File: config.mk
export PLATFORM = sky130hd
export DESIGN_NAME = operand_fetch_stage_flat
export DESIGN_NICKNAME = d
export VERILOG_FILES = /design/src/rtl/rv32_pkg.sv /design/src/rtl/operand_fetch_stage_if.sv /design/src/rtl/imm_gen.sv /design/src/rtl/operand_fetch_stage.sv /design/src/flat_wrapper.sv
export SDC_FILE = /design/constraint.sdc
export NUM_CORES = 1
export LEC_CHECK = 0
export BUFFER_PORTS_ARGS = -buffer_cell sky130_fd_sc_hd__buf_2
export CORE_AREA = 2 2 133 135
export DETAILED_ROUTE_END_ITERATION = 6
export DIE_AREA = 0 0 135 137
export PLACE_DENSITY = 0.81
export SLEW_MARGIN = 15
export SYNTH_ARGS = -nofsm -noshare
export SYNTH_HDL_FRONTEND = slang
export SYNTH_SLANG_ARGS = --single-unit
File: constraint.sdc
create_clock -name clk -period 3.3 [get_ports clk]
set_clock_uncertainty 0.15 [all_clocks]
set_input_delay 0.99 -clock clk [delete_from_list [all_inputs] [get_ports clk]]
set_output_delay 0.99 -clock clk [all_outputs]
set_load 0.005 [all_outputs]
File: src/rtl/rv32_pkg.sv
// rtl/rv32_pkg.sv - RV32I opcode constants, immediate formats and decode helpers
package rv32_pkg;

  localparam int XLEN_DEFAULT = 32;

  localparam logic [6:0] OPC_LOAD   = 7'b0000011;
  localparam logic [6:0] OPC_OPIMM  = 7'b0010011;
  localparam logic [6:0] OPC_AUIPC  = 7'b0010111;
  localparam logic [6:0] OPC_STORE  = 7'b0100011;
  localparam logic [6:0] OPC_OP     = 7'b0110011;
  localparam logic [6:0] OPC_LUI    = 7'b0110111;
  localparam logic [6:0] OPC_BRANCH = 7'b1100011;
  localparam logic [6:0] OPC_JALR   = 7'b1100111;
  localparam logic [6:0] OPC_JAL    = 7'b1101111;

  typedef enum logic [2:0] {IMM_I, IMM_S, IMM_B, IMM_U, IMM_J, IMM_NONE} imm_fmt_t;

  function automatic imm_fmt_t imm_fmt(input logic [6:0] opc);
    case (opc)
      OPC_LOAD, OPC_OPIMM, OPC_JALR: return IMM_I;
      OPC_STORE:                     return IMM_S;
      OPC_BRANCH:                    return IMM_B;
      OPC_LUI, OPC_AUIPC:            return IMM_U;
      OPC_JAL:                       return IMM_J;
      default:                       return IMM_NONE;
    endcase
  endfunction

  function automatic logic opc_legal(input logic [6:0] opc);
    return (imm_fmt(opc) != IMM_NONE) || (opc == OPC_OP);
  endfunction

endpackage

File: src/rtl/operand_fetch_stage_if.sv
// rtl/operand_fetch_stage_if.sv - ID/EX pipeline register bus between decode and execute
interface operand_fetch_stage_if #(
  parameter int XLEN = 32,
  parameter int PC_W = 32
);
  logic            out_valid;
  logic            out_ready;
  logic [PC_W-1:0] out_pc;
  logic [XLEN-1:0] out_rs1_val;
  logic [XLEN-1:0] out_rs2_val;
  logic [4:0]      out_rs1;
  logic [4:0]      out_rs2;
  logic [4:0]      out_rd;
  logic [XLEN-1:0] out_imm;
  logic [6:0]      out_opcode;
  logic [2:0]      out_funct3;
  logic            out_funct7b5;
  logic            out_illegal;

  modport master (
    output out_valid, out_pc, out_rs1_val, out_rs2_val, out_rs1, out_rs2, out_rd,
           out_imm, out_opcode, out_funct3, out_funct7b5, out_illegal,
    input  out_ready
  );

  modport slave (
    input  out_valid, out_pc, out_rs1_val, out_rs2_val, out_rs1, out_rs2, out_rd,
           out_imm, out_opcode, out_funct3, out_funct7b5, out_illegal,
    output out_ready
  );
endinterface

File: src/rtl/imm_gen.sv
// rtl/imm_gen.sv - combinational RV32I immediate extraction and illegal-opcode detect
module imm_gen
  import rv32_pkg::*;
#(
  parameter int XLEN = XLEN_DEFAULT
) (
  input  logic [31:0]     instr,
  output logic [XLEN-1:0] imm,
  output logic            illegal
);

  imm_fmt_t    fmt;
  logic [31:0] imm32;

  always_comb begin
    fmt     = imm_fmt(instr[6:0]);
    illegal = !opc_legal(instr[6:0]);
    case (fmt)
      IMM_I:   imm32 = {{20{instr[31]}}, instr[31:20]};
      IMM_S:   imm32 = {{20{instr[31]}}, instr[31:25], instr[11:7]};
      IMM_B:   imm32 = {{19{instr[31]}}, instr[31], instr[7], instr[30:25], instr[11:8], 1'b0};
      IMM_U:   imm32 = {instr[31:12], 12'b0};
      IMM_J:   imm32 = {{11{instr[31]}}, instr[31], instr[19:12], instr[20], instr[30:21], 1'b0};
      default: imm32 = '0;
    endcase
    imm = {{(XLEN-31){imm32[31]}}, imm32[30:0]};
  end

endmodule

File: src/rtl/operand_fetch_stage.sv
// rtl/operand_fetch_stage.sv - RV32I decode/operand fetch with x0 forcing, WB bypass,
// load-use stall, flush and hold-snoop into the ID/EX register
module operand_fetch_stage
  import rv32_pkg::*;
#(
  parameter int XLEN = XLEN_DEFAULT,
  parameter int PC_W = 32
) (
  input  logic                         clk,
  input  logic                         rst,
  input  logic                         in_valid,
  output logic                         in_ready,
  input  logic [31:0]                  in_instr,
  input  logic [PC_W-1:0]              in_pc,
  output logic [4:0]                   rf_addr1,
  output logic [4:0]                   rf_addr2,
  input  logic [XLEN-1:0]              rf_data1,
  input  logic [XLEN-1:0]              rf_data2,
  input  logic                         wb_wr,
  input  logic [4:0]                   wb_addr,
  input  logic [XLEN-1:0]              wb_data,
  input  logic                         ex_is_load,
  input  logic [4:0]                   ex_rd,
  input  logic                         flush,
  operand_fetch_stage_if.master        idex
);

  logic [6:0]      opcode;
  logic [4:0]      rs1, rs2;
  logic            use_rs1, use_rs2, hz, capture;
  logic [XLEN-1:0] imm, op1, op2;
  logic            illegal;

  logic            valid_q, valid_d;
  logic [PC_W-1:0] pc_q, pc_d;
  logic [XLEN-1:0] rs1_val_q, rs1_val_d, rs2_val_q, rs2_val_d, imm_q, imm_d;
  logic [4:0]      rs1_q, rs1_d, rs2_q, rs2_d, rd_q, rd_d;
  logic [6:0]      opcode_q, opcode_d;
  logic [2:0]      funct3_q, funct3_d;
  logic            f7b5_q, f7b5_d, illegal_q, illegal_d;

  assign opcode   = in_instr[6:0];
  assign rs1      = in_instr[19:15];
  assign rs2      = in_instr[24:20];
  assign rf_addr1 = rs1;
  assign rf_addr2 = rs2;

  assign use_rs1 = !(opcode inside {OPC_LUI, OPC_AUIPC, OPC_JAL});
  assign use_rs2 = opcode inside {OPC_OP, OPC_STORE, OPC_BRANCH};

  assign hz = in_valid && ex_is_load && (ex_rd != 5'd0) &&
              ((use_rs1 && rs1 == ex_rd) || (use_rs2 && rs2 == ex_rd));
  assign in_ready = (!valid_q || idex.out_ready) && !hz && !flush;
  assign capture  = in_valid && in_ready;

  // The regfile is written on the same edge we sample, so its read port is stale.
  assign op1 = (rs1 == 5'd0) ? '0 : (wb_wr && wb_addr == rs1) ? wb_data : rf_data1;
  assign op2 = (rs2 == 5'd0) ? '0 : (wb_wr && wb_addr == rs2) ? wb_data : rf_data2;

  imm_gen #(.XLEN(XLEN)) u_imm_gen (
    .instr   (in_instr),
    .imm     (imm),
    .illegal (illegal)
  );

  always_comb begin
    valid_d   = valid_q;
    pc_d      = pc_q;
    rs1_val_d = rs1_val_q;
    rs2_val_d = rs2_val_q;
    rs1_d     = rs1_q;
    rs2_d     = rs2_q;
    rd_d      = rd_q;
    imm_d     = imm_q;
    opcode_d  = opcode_q;
    funct3_d  = funct3_q;
    f7b5_d    = f7b5_q;
    illegal_d = illegal_q;
    if (flush) begin
      valid_d = 1'b0;
    end else if (capture) begin
      valid_d   = 1'b1;
      pc_d      = in_pc;
      rs1_val_d = op1;
      rs2_val_d = op2;
      rs1_d     = rs1;
      rs2_d     = rs2;
      rd_d      = in_instr[11:7];
      imm_d     = imm;
      opcode_d  = opcode;
      funct3_d  = in_instr[14:12];
      f7b5_d    = in_instr[30];
      illegal_d = illegal;
    end else if (!valid_q || idex.out_ready) begin
      valid_d = 1'b0;
    end else begin
      // Held instruction keeps tracking write-back so it leaves with fresh operands.
      if (wb_wr && wb_addr != 5'd0 && wb_addr == rs1_q) rs1_val_d = wb_data;
      if (wb_wr && wb_addr != 5'd0 && wb_addr == rs2_q) rs2_val_d = wb_data;
    end
  end

  always_ff @(posedge clk or negedge rst) begin
    if (!rst) begin
      valid_q   <= 1'b0;
      pc_q      <= '0;
      rs1_val_q <= '0;
      rs2_val_q <= '0;
      rs1_q     <= '0;
      rs2_q     <= '0;
      rd_q      <= '0;
      imm_q     <= '0;
      opcode_q  <= '0;
      funct3_q  <= '0;
      f7b5_q    <= 1'b0;
      illegal_q <= 1'b0;
    end else begin
      valid_q   <= valid_d;
      pc_q      <= pc_d;
      rs1_val_q <= rs1_val_d;
      rs2_val_q <= rs2_val_d;
      rs1_q     <= rs1_d;
      rs2_q     <= rs2_d;
      rd_q      <= rd_d;
      imm_q     <= imm_d;
      opcode_q  <= opcode_d;
      funct3_q  <= funct3_d;
      f7b5_q    <= f7b5_d;
      illegal_q <= illegal_d;
    end
  end

  assign idex.out_valid    = valid_q;
  assign idex.out_pc       = pc_q;
  assign idex.out_rs1_val  = rs1_val_q;
  assign idex.out_rs2_val  = rs2_val_q;
  assign idex.out_rs1      = rs1_q;
  assign idex.out_rs2      = rs2_q;
  assign idex.out_rd       = rd_q;
  assign idex.out_imm      = imm_q;
  assign idex.out_opcode   = opcode_q;
  assign idex.out_funct3   = funct3_q;
  assign idex.out_funct7b5 = f7b5_q;
  assign idex.out_illegal  = illegal_q;

endmodule

File: src/flat_wrapper.sv
// flat-port wrapper written by rule: the top's interface ports become plain ports
module operand_fetch_stage_flat import rv32_pkg::*;
#(
  parameter int XLEN = XLEN_DEFAULT,
  parameter int PC_W = 32
)
  (clk, rst, in_valid, in_ready, in_instr, in_pc, rf_addr1, rf_addr2, rf_data1, rf_data2, wb_wr, wb_addr, wb_data, ex_is_load, ex_rd, flush, idex_out_valid, idex_out_pc, idex_out_rs1_val, idex_out_rs2_val, idex_out_rs1, idex_out_rs2, idex_out_rd, idex_out_imm, idex_out_opcode, idex_out_funct3, idex_out_funct7b5, idex_out_illegal, idex_out_ready);
  operand_fetch_stage_if #(.XLEN(XLEN), .PC_W(PC_W)) idex_i ();
  input  logic clk;
  input  logic rst;
  input  logic in_valid;
  output logic in_ready;
  input  logic [31:0] in_instr;
  input  logic [PC_W-1:0] in_pc;
  output logic [4:0] rf_addr1;
  output logic [4:0] rf_addr2;
  input  logic [XLEN-1:0] rf_data1;
  input  logic [XLEN-1:0] rf_data2;
  input  logic wb_wr;
  input  logic [4:0] wb_addr;
  input  logic [XLEN-1:0] wb_data;
  input  logic ex_is_load;
  input  logic [4:0] ex_rd;
  input  logic flush;
  output wire logic [$bits(idex_i.out_valid)-1:0] idex_out_valid;
  output wire logic [$bits(idex_i.out_pc)-1:0] idex_out_pc;
  output wire logic [$bits(idex_i.out_rs1_val)-1:0] idex_out_rs1_val;
  output wire logic [$bits(idex_i.out_rs2_val)-1:0] idex_out_rs2_val;
  output wire logic [$bits(idex_i.out_rs1)-1:0] idex_out_rs1;
  output wire logic [$bits(idex_i.out_rs2)-1:0] idex_out_rs2;
  output wire logic [$bits(idex_i.out_rd)-1:0] idex_out_rd;
  output wire logic [$bits(idex_i.out_imm)-1:0] idex_out_imm;
  output wire logic [$bits(idex_i.out_opcode)-1:0] idex_out_opcode;
  output wire logic [$bits(idex_i.out_funct3)-1:0] idex_out_funct3;
  output wire logic [$bits(idex_i.out_funct7b5)-1:0] idex_out_funct7b5;
  output wire logic [$bits(idex_i.out_illegal)-1:0] idex_out_illegal;
  input wire logic [$bits(idex_i.out_ready)-1:0] idex_out_ready;
  assign idex_out_valid = idex_i.out_valid;
  assign idex_out_pc = idex_i.out_pc;
  assign idex_out_rs1_val = idex_i.out_rs1_val;
  assign idex_out_rs2_val = idex_i.out_rs2_val;
  assign idex_out_rs1 = idex_i.out_rs1;
  assign idex_out_rs2 = idex_i.out_rs2;
  assign idex_out_rd = idex_i.out_rd;
  assign idex_out_imm = idex_i.out_imm;
  assign idex_out_opcode = idex_i.out_opcode;
  assign idex_out_funct3 = idex_i.out_funct3;
  assign idex_out_funct7b5 = idex_i.out_funct7b5;
  assign idex_out_illegal = idex_i.out_illegal;
  assign idex_i.out_ready = idex_out_ready;
  operand_fetch_stage #(.XLEN(XLEN), .PC_W(PC_W)) u_core (.clk(clk), .rst(rst), .in_valid(in_valid), .in_ready(in_ready), .in_instr(in_instr), .in_pc(in_pc), .rf_addr1(rf_addr1), .rf_addr2(rf_addr2), .rf_data1(rf_data1), .rf_data2(rf_data2), .wb_wr(wb_wr), .wb_addr(wb_addr), .wb_data(wb_data), .ex_is_load(ex_is_load), .ex_rd(ex_rd), .flush(flush), .idex(idex_i));
endmodule
==> results.md, run 1 <==
| Step | Quantity | Reported |
|---|---|---|
| outcome | Status | finished, violations left |
| outcome | Violated checks | negative setup slack |
| cts | Hold buffer count at cts | 0 |
| logic synthesis | Fraction of the mapped netlist area in compound gates | 19.1% |
| power | Worst IR Drop VDD | 342 uV |
| routing | Remaining design rule violation count | 0 |
| setup path | Launching point of the worst reg2reg path | u_core.idex.out_valid$_DFFE_PN0P_ |
| logic synthesis | Post-synthesis instance area | 7400 sq um |
| power | Total chip power | 5.46 mW |
| setup path | Worst r2r dst | u_core.idex.out_pc[25]$_DFFE_PN0P_ |
| grt | Wire length of the first global-routing pass | 34400 um |
| cts | Buffer levels on the longest clock path | 2 |
| setup path | Worst Path Max Fanout | 2 |
| setup path | Required arrival time at the worst endpoint | 2.16 ns |
| floorplan | Row count | 48 |
| cts | CTS buffer count | 17 |
| grt | Antenna violations before repair | 1 |
| setup path | Chain of cells forming the critical path | buf_6, or4_4, nor2_4, nor4_4, nor4_4, buf_4, buf_6 |
| cts | CTS root buf | sky130_fd_sc_hd__clkbuf_16 |
| timing | Worst slew margin relative to its limit | 62.1% |
| finish | Fraction of layout instances using a drive strength above 1 | 47.4% |
| routing | Detailed Route Iter0 Violations | 365 |
| floorplan | Die X-Extent | 135 um |
| setup path | Startpoint of the most critical setup path | ex_rd[3] |
| setup path | Crit Path Category | in -> out |
| routing | Top metal layer carrying routed signals | met4 |
| logic synthesis | Number of flip-flops and latches in the synthesized netlist | 156 |
| power | Leak pwr | 5.06 nW |
| timing | # setup viols final | 1 |
| floorplan | Area of the core | 17100 sq um |
| timing | Smallest setup slack after layout | -0.199 ns |
| setup path | Logic depth of the worst register-to-register path | 7 |
| logic synthesis | Unique cell type count in the Yosys netlist | 52 |
| logic synthesis | Adder-cell share of the synthesized area | 0% |
| finish | Net count reported at finish | 1166 |
| routing | First drt pass iteration count | 5 |
| grt | Gr usage total | 23.9% |
| routing | Via Count | 6511 |
| cts | TritonCTS clock tree | yes |
| floorplan | Area of the die | 18500 sq um |
| timing | Unrepaired setup endpoints after global routing | true |
| setup path | Worst Path Buf+Inv | 3 |
| cts | Worst skew pair latency | 0.41 ns |
| worst hold path | Min-delay src | u_core.idex.out_pc[24]$_DFFE_PN0P_ |
| timing | Maximum clock frequency | 286 MHz |
| timing | Final critical-path required period | 3.50 ns |
| grt | Vias in the first global route | 6575 |
| logic synthesis | Average size of a mapped cell | 11.7 sq um |
| logic synthesis | Most common cell in the netlist | sky130_fd_sc_hd__dfrtp_1 |
| flow run | Reported max-cap violation count | 0 |
| finish | Utilization after layout | 60.2% |
| logic synthesis | Largest area contributor in the synthesized netlist | sky130_fd_sc_hd__dfrtp_1 |
| placement | Dpl cells | 1196 |
| setup path | CP startpoint kind | input port |
| power | Logic pwr share | 21.7% |
| placement | Number of buffers added on ports | 343 |
| setup path | Cell class contributing the biggest share of worst-path delay | simple AND/OR/NAND/NOR gates |
| timing | Period utilisation layout | 106% |
| setup path | Max stage delay cell, worst path | sky130_fd_sc_hd__or4_4 |
| power | Part of the power in the clock network | 34.2% |
| logic synthesis | Biggest area contributors in the synthesized netlist | sky130_fd_sc_hd__dfrtp_1 (53%), sky130_fd_sc_hd__mux2_1 (8.8%), sky130_fd_sc_hd__a221oi_2 (6.1%) |
| timing | Setup_tns | -0.199 ns |
| grt | Pin count of the biggest net entering global routing | 57 |
| floorplan | Vertical extent of the die | 137 um |
| routing | Met1 Wirelength | 8440 um |
| finish | Area grow syn2layout | 38.9% |
| routing | Via/cell ratio | 5.30 |
| logic synthesis | Primary flip-flop cell chosen by synthesis mapping | sky130_fd_sc_hd__dfrtp_1 |
| worst hold path | Hold Path Cell Cnt | 1 |
| grt | Total grt overflow | 0 |
| logic synthesis | Number of nets produced by synthesis | 807 |
| cts | Clock sink count | 156 |
| logic synthesis | Gate count of the mapped netlist | 630 |
| routing | Detail Route Antenna Nets | 0 |
| finish | Non-filler instance count after layout | 1228 |
| placement | Post-DP HPWL | 17000 um |
| routing | Avg WL per Cell | 18.3 um |
| cts | Clock transition at the registers of the reported paths | 0.06 ns |
| logic synthesis | Mux contribution to synthesized area | 8.83% |
| floorplan | Effective utilization at floorplan | 43.4% |
| setup path | Kind of end point of the critical path | output port |
| power | Net Switching | 1.57 mW |
| floorplan | Ports | 344 |
| routing | Detail Route met3 WL | 1800 um |
| cts | H-Tree Depth | 4 |
| logic synthesis | Sequential element share of the synthesized area | 52.8% |
| logic synthesis | Fraction of post-synthesis cell area in the top cell type by area | 52.8% |
| setup path | Arrival time at the worst endpoint | 2.36 ns |
| finish | Post-route cell area | 10300 sq um |
| logic synthesis | Number of flops mapped to enable cells by yosys | 0 |
| logic synthesis | Top cells by instance count after synthesis | sky130_fd_sc_hd__dfrtp_1 (156), sky130_fd_sc_hd__a21oi_1 (76), sky130_fd_sc_hd__mux2_1 (58) |
| logic synthesis | Fraction of synthesized cell area in xor and xnor cells | 3.55% |
| timing | Count of final max-slew check failures | 0 |
| logic synthesis | Total of warnings raised by yosys | 0 |
| power | Reg power frac | 44.0% |
| placement | Final weighted congestion in routability-driven placement | 0.880 |
| worst hold path | Min-Delay Path Class | reg -> reg |
| setup path | R2r setup slk | 0.83 ns |
| timing | Count of final hold-check violations | 0 |
| power | Internal power | 3.89 mW |
| timing | Transition time at the pin with the least slew margin | 0.563 ns |
| placement | Post-DP Area | 9660 sq um |
| logic synthesis | Combinational family with the most area after synthesis | compound AO/OA/AOI/OAI gates |
| logic synthesis | Synth async-reset ratio | 100% |
| setup path | Maximum cell stage delay along the critical path | 0.58 ns |
| power | Total power density per cell area | 531 nW/um^2 |
| routing | Final wirelength | 22500 um |
| power | Switching part of the total power | 28.8% |
| cts | Setup bufs post-CTS | 0 |
| logic synthesis | Post-synthesis share of cell area spent on and, or, nand and nor gates | 9.52% |
| routing | Length of routed met2 wiring | 11600 um |
| worst hold path | Worst-case hold path end point | u_core.idex.out_pc[24]$_DFFE_PN0P_ |
==> per-layer routing <==
| layer | up-vias | track usage (%) |
|---|---|---|
| met1 | 3165 | 26.8 |
| met5 | - | 0 |
| li1 | 2994 | - |
| met4 | 0 | 10.6 |
| met3 | 47 | 6.81 |
| met2 | 305 | 42.5 |
==> kinds of logic after synthesis <==
logic type,after synthesis
compound gates,171
flops,156
simple gates,124
buf+inv,91
mux,58
xor+xnor,30
==> worst max-delay path by stage <==
stage	end	slack [ns]	cells past startpoint
5_1_grt	in_ready	-0.25	7
6_report	in_ready	-0.20	7
4_1_cts	in_ready	-0.25	7
2_1_floorplan	in_ready	-0.04	5
3_3_place_gp	in_ready	-0.27	8
3_5_place_dp	in_ready	-0.30	8
==> power groups by stage <==
stage	Clock (mW)	Combinational [mW]	Sequential [mW]
after global placement	0	1.16	2.42
after detailed placement	0	1.19	2.44
after CTS	1.90	1.20	2.40
final	1.87	1.19	2.41
after floorplan	0	0.468	2.46
after global routing	2.00	1.31	2.44
==> metrics by stage <==
step | hold WS, ns | worst slack [ns]
floorplan | 0.333 | -0.0392
global placement | 0.312 | -0.271
detailed placement | 0.319 | -0.301
CTS | 0.334 | -0.254
global route | 0.353 | -0.250
finish | 0.334 | -0.199
==> placed cells by master (no fill, tap or decap), types with 6 or more instances in the layout <==
cell type and n:
sky130_fd_sc_hd__buf_2 339, sky130_fd_sc_hd__dfrtp_1 156, sky130_fd_sc_hd__a21oi_1 76, sky130_fd_sc_hd__mux2_1 58
sky130_fd_sc_hd__buf_4 42, sky130_fd_sc_hd__and2_1 35, sky130_fd_sc_hd__inv_1 34, sky130_fd_sc_hd__a221o_1 32
sky130_fd_sc_hd__nor2_1 31, sky130_fd_sc_hd__a221oi_2 30, sky130_fd_sc_hd__xnor2_1 18, sky130_fd_sc_hd__clkbuf_16 17
sky130_fd_sc_hd__nand2_1 13, sky130_fd_sc_hd__nand3_1 12, sky130_fd_sc_hd__xor2_1 12, sky130_fd_sc_hd__buf_12 12
sky130_fd_sc_hd__o21ai_0 10, sky130_fd_sc_hd__inv_6 6
==> area by class of cell <==
| class | count | area [sq um] |
|---|---|---|
| Timing Repair Buffer | 397 | 2300 |
| Sequential cell | 156 | 3900 |
| Tap cell | 225 | 282 |
| Multi-Input combinational cell | 383 | 3100 |
| Clock inverter | 15 | 135 |
| Clock buffer | 17 | 425 |
| Inverter | 34 | 128 |
| Antenna cell | 1 | 2.50 |
| Fill cell | 1399 | 6780 |
==> flip-flops by register name, indices dropped and copies added (netlist names), 3 cells and up <==
name and count:
u_core.idex.out_rs1 5, u_core.idex.out_rs2 5, u_core.idex.out_rs1_val 32, u_core.idex.out_rs2_val 32, u_core.idex.out_funct3 3, u_core.idex.out_rd 5
u_core.idex.out_opcode 7, u_core.idex.out_imm 32, u_core.idex.out_pc 32
==> what timing repair did <==
item,CTS,global route
setup endpoints to repair,1,1
pin swaps,4,5
gates resized for setup,5,3
Note: power is estimated with default switching activity, not from simulation.
==> run 2: changes to the inputs <==
Settings changed: REMOVE_ABC_BUFFERS set to 1.
==> run 2 against run 1 <==
  * The flow still finishes with violations (negative setup slack)
  * Die area did not move
  * Sequential share of layout area fell by 0.051 points
  * Fmax rose by 0.95%
  * Hold slack got worse by 0.0032 ns
  * Highest routed layer unchanged
==> results.md, run 2 (same netlist as run 1, synthesis figures left out) <==
| Step | Quantity | Reported | vs previous |
|---|---|---|---|
| placement | Placement Setup Slack | -0.303 ns | -0.00165 ns |
| routing | Final wirelength | 23300 um | +3.6% |
| power | Internal power | 3.87 mW | -0.48% |
| cts | H-Tree Depth | 4 | unchanged |
| finish | Net count reported at finish | 1169 | +0.26% |
| timing | Count of final max-slew check failures | 0 | unchanged |
| grt | Pin count of the biggest net entering global routing | 56 | -1.8% |
| grt | Vias in the first global route | 6420 | -2.4% |
| timing | Worst slew margin relative to its limit | 61.8% | -0.37 points |
| power | Net Switching | 1.60 mW | +1.9% |
| timing | Unrepaired setup endpoints after global routing | true |  |
| routing | Via/cell ratio | 5.32 | +0.40% |
| placement | Post-DP HPWL | 17500 um | +2.4% |
| cts | CTS root buf | sky130_fd_sc_hd__clkbuf_16 |  |
| floorplan | Die X-Extent | 135 um | unchanged |
| power | Worst IR Drop VDD | 355 uV | +3.7% |
| power | Total chip power | 5.47 mW | +0.20% |
| cts | Setup bufs post-CTS | 0 | unchanged |
| setup path | Cell class contributing the biggest share of worst-path delay | simple AND/OR/NAND/NOR gates |  |
| timing | Final critical-path required period | 3.47 ns | -0.0329 ns |
| finish | Non-filler instance count after layout | 1231 | +0.24% |
| finish | Area grow syn2layout | 39.1% |  |
| timing | Maximum clock frequency | 289 MHz | +0.95% |
| routing | Remaining design rule violation count | 0 | unchanged |
| timing | Count of final hold-check violations | 0 | unchanged |
| cts | Buffer levels on the longest clock path | 2 | unchanged |
| setup path | Max stage delay cell, worst path | sky130_fd_sc_hd__or4_4 |  |
| finish | Most frequent cells in the layout | sky130_fd_sc_hd__buf_2 (342), sky130_fd_sc_hd__dfrtp_1 (156), sky130_fd_sc_hd__a21oi_1 (76) |  |
| power | Total power density per cell area | 532 nW/um^2 | about the same |
| flow run | Reported max-cap violation count | 0 | unchanged |
| setup path | Kind of end point of the critical path | output port |  |
| timing | Transition time at the pin with the least slew margin | 0.573 ns | +0.0107 ns |
| timing | # setup viols final | 1 | unchanged |
| cts | TritonCTS clock tree | yes |  |
| placement | Number of buffers added on ports | 343 | unchanged |
| grt | Gr usage total | 24.8% | +0.88 points |
| setup path | Required arrival time at the worst endpoint | 2.16 ns | about the same |
| cts | CTS buffer count | 17 | unchanged |
| finish | Post-route cell area | 10300 sq um | +0.13% |
| grt | Wire length of the first global-routing pass | 34800 um | +1.3% |
| outcome | Status | finished, violations left |  |
| setup path | Chain of cells forming the critical path | buf_2, or4_4, nor2_4, nor4_2, nor4_2, buf_2 |  |
| routing | Detail Route Antenna Nets | 0 | unchanged |
| setup path | Worst Path Max Fanout | 2 | unchanged |
| power | Switching part of the total power | 29.3% | +0.48 points |
| floorplan | Vertical extent of the die | 137 um | unchanged |
| routing | Via Count | 6553 | +0.65% |
| finish | Most common cell after layout, fill and taps aside | sky130_fd_sc_hd__buf_2 |  |
| setup path | Maximum cell stage delay along the critical path | 0.57 ns | about the same |
| floorplan | Area of the die | 18500 sq um | unchanged |
| floorplan | Ports | 344 | unchanged |
| timing | Period utilisation layout | 105% | -1.0 points |
| floorplan | Effective utilization at floorplan | 43.4% | unchanged |
| routing | Avg WL per Cell | 18.9 um | +3.4% |
| grt | Total grt overflow | 0 | unchanged |
| routing | First drt pass iteration count | 5 | unchanged |
| timing | Smallest setup slack after layout | -0.166 ns | +0.0329 ns |
| floorplan | Area of the core | 17100 sq um | unchanged |
| timing | Tightest hold margin | 0.331 ns | -0.00316 ns |
| cts | Worst skew pair latency | 0.41 ns | about the same |
| setup path | Arrival time at the worst endpoint | 2.33 ns | -0.03 ns |
| cts | Clock transition at the registers of the reported paths | 0.06 ns | about the same |
| finish | Fraction of layout instances using a drive strength above 1 | 47.5% | +0.057 points |
| power | Part of the power in the clock network | 34.1% | about the same |
| placement | Final weighted congestion in routability-driven placement | 0.876 | -0.47% |
| outcome | Violated checks | negative setup slack |  |
| power | Logic pwr share | 21.7% | about the same |
| worst hold path | Min-Delay Path Class | reg -> reg |  |
| placement | Dpl cells | 1198 | +0.17% |
| setup path | Worst Path Buf+Inv | 2 | -1 |
| floorplan | Row count | 48 | unchanged |
| setup path | Crit Path Category | in -> out |  |
| power | Leak pwr | 5.07 nW | +0.24% |
| routing | Detailed Route Iter0 Violations | 315 | -14% |
| power | Reg power frac | 44.2% | +0.2 points |
| grt | Antenna violations before repair | 1 | unchanged |
| setup path | CP startpoint kind | input port |  |
| placement | Post-DP Area | 9710 sq um | +0.47% |
| cts | Clock sink count | 156 | unchanged |
## run 2: per-layer routing
layer | up-vias | wire length [um] | global-route usage [%]
met4 | 0 | 438 | 7.47
met1 | 3192 | 9170 | 29.9
li1 | 3010 | - | -
met3 | 29 | 1940 | 6.96
met2 | 322 | 11700 | 43.4
met5 | - | 0 | 0
## run 2: worst register-to-register path: stages (launching register included)
cell                      delay, ns
sky130_fd_sc_hd__dfrtp_1       0.39
sky130_fd_sc_hd__nor2b_1       0.16
sky130_fd_sc_hd__nor3b_1       0.36
sky130_fd_sc_hd__o41ai_4       0.18
sky130_fd_sc_hd__buf_4         0.19
sky130_fd_sc_hd__nor2_4        0.11
sky130_fd_sc_hd__buf_12        0.16
sky130_fd_sc_hd__nor2_2        0.06
sky130_fd_sc_hd__buf_12        0.19
sky130_fd_sc_hd__a221o_1       0.34
## run 2: repair_timing
item | CTS | global route
resized for setup | 2 | 1
setup endpoints to repair | 1 | 1
hold buffers | 0 | 0
pin swaps | 2 | 1
## run 2: final timing paths
| check | slack, ns | start | cells after the start | end |
|---|---|---|---|---|
| max | -0.17 | ex_rd[0] | 6 | in_ready |
| min | 0.33 | u_core.idex.out_rd[0]$_DFFE_PN0P_ | 1 | u_core.idex.out_rd[0]$_DFFE_PN0P_ |
| max reg2reg | 0.89 | u_core.idex.out_valid$_DFFE_PN0P_ | 9 | u_core.idex.out_rs2_val[27]$_DFFE_PN0P_ |
| min reg2reg | 0.33 | u_core.idex.out_rd[0]$_DFFE_PN0P_ | 1 | u_core.idex.out_rd[0]$_DFFE_PN0P_ |
| max in group asynchronous | 1.94 | rst | 2 | u_core.idex.out_rs2_val[30]$_DFFE_PN0P_ |
| min in group asynchronous | 0.40 | rst | 1 | u_core.idex.out_rd[0]$_DFFE_PN0P_ |
## run 2: area by class of cell
type                       instances  area, sq um
tap                              225          282
timing repair buffer             400         2330
antenna                            1         2.50
clock buffer                      20          457
fill                            1370         6770
multi-input combinational        383         3090
clock inverter                    12          104
sequential                       156         3900
inverter                          34          128
## run 2: power groups by stage
stage | clock (mW) | combinational (mW) | sequential (mW)
floorplan | 0 | 0.437 | 2.46
global placement | 0 | 1.17 | 2.43
detailed placement | 0 | 1.21 | 2.44
CTS | 1.91 | 1.21 | 2.41
global route | 2.00 | 1.31 | 2.45
finish | 1.87 | 1.19 | 2.42
## run 2: through the flow
stage	util [%]	setup TNS, ns
after CTS	60.3	-0.140
after global placement	56.9	-0.373
final	60.3	-0.166
after detailed placement	56.9	-1.85
after global routing	60.3	-0.231
after floorplan	-	-529.40
==> run 3: changes to the inputs <==
Settings changed: PLACE_DENSITY 0.81 to 0.74.
==> run 3 against run 2 <==
  * The flow still finishes with violations (negative setup slack)
  * Power about the same
  * Clock-buffer cell count did not move
  * Register-to-register slack worse by 0.05 ns
  * Via count down 0.85%
  * Wire length fell by 3.4%
  * Fmax up 0.56%
  * Critical path type unchanged
  * Largest cell class unchanged
  * Highest routed layer unchanged
==> results.md, run 3 (same netlist as run 1, synthesis figures left out) <==
| Step | Quantity | Reported | vs previous |
|---|---|---|---|
| floorplan | Effective utilization at floorplan | 43.4% | unchanged |
| setup path | Arrival time at the worst endpoint | 2.31 ns | -0.02 ns |
| setup path | Required arrival time at the worst endpoint | 2.16 ns | about the same |
| power | Logic pwr share | 21.5% | -0.2 points |
| setup path | CP startpoint kind | input port |  |
| setup path | Max stage delay cell, worst path | sky130_fd_sc_hd__or4_4 |  |
| setup path | Crit Path Category | in -> out |  |
| placement | Post-DP HPWL | 16900 um | -3.4% |
| power | Net Switching | 1.56 mW | -2.3% |
| routing | Detailed Route Iter0 Violations | 290 | -7.9% |
| grt | Pin count of the biggest net entering global routing | 68 | +21% |
| routing | Final wirelength | 22500 um | -3.4% |
| floorplan | Ports | 344 | unchanged |
| setup path | Maximum cell stage delay along the critical path | 0.55 ns | -0.02 ns |
| floorplan | Area of the core | 17100 sq um | unchanged |
| outcome | Status | finished, violations left |  |
| routing | Via/cell ratio | 5.28 | -0.85% |
| finish | Net count reported at finish | 1166 | -0.26% |
| power | Reg power frac | 44.1% | about the same |
| power | Leak pwr | 5.04 nW | -0.53% |
| floorplan | Area of the die | 18500 sq um | unchanged |
| timing | Maximum clock frequency | 290 MHz | +0.56% |
| finish | Fraction of layout instances using a drive strength above 1 | 47.2% | -0.31 points |
| finish | Utilization after layout | 60.2% | -0.18 points |
| timing | Worst slew margin relative to its limit | 63.2% | +1.4 points |
| floorplan | Vertical extent of the die | 137 um | unchanged |
| cts | Setup bufs post-CTS | 0 | unchanged |
| outcome | Violated checks | negative setup slack |  |
| setup path | Kind of end point of the critical path | output port |  |
| cts | H-Tree Depth | 4 | unchanged |
| finish | Most common cell after layout, fill and taps aside | sky130_fd_sc_hd__buf_2 |  |
| cts | TritonCTS clock tree | yes |  |
| finish | Area grow syn2layout | 38.7% |  |
| cts | CTS root buf | sky130_fd_sc_hd__clkbuf_16 |  |
| placement | Number of buffers added on ports | 343 | unchanged |
| cts | Clock sink count | 156 | unchanged |
| power | Switching part of the total power | 28.6% | -0.67 points |
| routing | Avg WL per Cell | 18.3 um | -3.4% |
| timing | Count of final hold-check violations | 0 | unchanged |
| cts | Clock transition at the registers of the reported paths | 0.06 ns | about the same |
| setup path | Chain of cells forming the critical path | buf_6, or4_4, o211ai_2, nor4_4, nor4_2, buf_2 |  |
| timing | Transition time at the pin with the least slew margin | 0.547 ns | -0.0267 ns |
| timing | # setup viols final | 1 | unchanged |
| setup path | Worst Path Max Fanout | 2 | unchanged |
| routing | Remaining design rule violation count | 0 | unchanged |
| grt | Total grt overflow | 0 | unchanged |
| grt | Vias in the first global route | 6418 | -0.031% |
| timing | Count of final max-slew check failures | 0 | unchanged |
| setup path | Cell class contributing the biggest share of worst-path delay | simple AND/OR/NAND/NOR gates |  |
| power | Internal power | 3.90 mW | +0.90% |
| timing | Tightest hold margin | 0.272 ns | -0.0587 ns |
| routing | First drt pass iteration count | 4 | -1 |
| cts | Worst skew pair latency | 0.42 ns | about the same |
| finish | Most frequent cells in the layout | sky130_fd_sc_hd__buf_2 (341), sky130_fd_sc_hd__dfrtp_1 (156), sky130_fd_sc_hd__a21oi_1 (76) |  |
| setup path | Worst Path Buf+Inv | 2 | unchanged |
| power | Total chip power | 5.47 mW | about the same |
| timing | Unrepaired setup endpoints after global routing | true |  |
| power | Total power density per cell area | 533 nW/um^2 | +0.24% |
| timing | Final critical-path required period | 3.45 ns | -0.0192 ns |
| placement | Final weighted congestion in routability-driven placement | 0.878 | +0.30% |
| floorplan | Row count | 48 | unchanged |
| timing | Period utilisation layout | 104% | -0.58 points |
| grt | Antenna violations before repair | 5 | +4 |
| grt | Gr usage total | 23.9% | -0.88 points |
| power | Part of the power in the clock network | 34.4% | +0.3 points |
| routing | Via Count | 6497 | -0.85% |
| flow run | Reported max-cap violation count | 0 | unchanged |
| worst hold path | Min-Delay Path Class | in -> async |  |
| floorplan | Die X-Extent | 135 um | unchanged |
| timing | Smallest setup slack after layout | -0.147 ns | +0.0192 ns |
| power | Worst IR Drop VDD | 357 uV | +0.56% |
| cts | Buffer levels on the longest clock path | 2 | unchanged |
| cts | CTS buffer count | 17 | unchanged |
| grt | Wire length of the first global-routing pass | 33900 um | -2.5% |
| routing | Detail Route Antenna Nets | 0 | unchanged |
## run 3: area by class of cell
type,count,area [sq um]
Fill cell,1449,6800
Sequential cell,156,3900
Multi-Input combinational cell,383,3090
Timing Repair Buffer,397,2280
Clock buffer,20,447
Tap cell,225,282
Inverter,34,128
Clock inverter,11,111
Antenna cell,5,12.5
## run 3: metal layers
metal  up-vias  GRT usage, %  wire length (um)  share of wire [%]
met4         0          9.20               308                1.4
met2       290          40.6             11300                 50
li1       3003             -                 -                  -
met1      3186          29.4              9040                 40
met5         -             0                 0                  0
met3        18          6.26              1780                7.9
## run 3: power groups by stage
| stage | Combinational [mW] | Sequential [mW] | Clock, mW |
|---|---|---|---|
| 3_3_place_gp | 1.16 | 2.43 | 0 |
| 4_1_cts | 1.19 | 2.41 | 1.93 |
| 6_report | 1.17 | 2.41 | 1.88 |
| 3_5_place_dp | 1.19 | 2.44 | 0 |
| 2_1_floorplan | 0.437 | 2.46 | 0 |
| 5_1_grt | 1.30 | 2.45 | 2.01 |
## run 3: timing repair
action / in CTS / in global routing
hold buffers: 0 / 0
resized for setup: 1 / 3
setup endpoints to repair: 1 / 1
## run 3: path summary, 6_finish.rpt
kind	from	endpoint	slack, ns	depth (start not counted)
max	ex_rd[0]	in_ready	-0.15	6
min	rst	u_core.idex.out_imm[3]$_DFFE_PN0P_	0.27	1
max reg2reg	u_core.idex.out_valid$_DFFE_PN0P_	u_core.idex.out_rs1_val[20]$_DFFE_PN0P_	0.84	8
min reg2reg	u_core.idex.out_pc[29]$_DFFE_PN0P_	u_core.idex.out_pc[29]$_DFFE_PN0P_	0.33	1
max in group asynchronous	rst	u_core.idex.out_valid$_DFFE_PN0P_	2.09	2
min in group clk	u_core.idex.out_pc[29]$_DFFE_PN0P_	u_core.idex.out_pc[29]$_DFFE_PN0P_	0.33	1
## run 3: metrics by stage
step | area (sq um) | std cells | setup TNS [ns] | worst slack (ns)
2_1_floorplan | 7070 | 573 | -529.40 | -5.69
3_3_place_gp | 9660 | 1195 | -0.447 | -0.203
3_5_place_dp | 9660 | 1195 | -3.95 | -0.205
4_1_cts | 10200 | 1226 | -0.191 | -0.191
5_1_grt | 10300 | 1231 | -0.192 | -0.192
6_report | 10300 | 1231 | -0.147 | -0.147
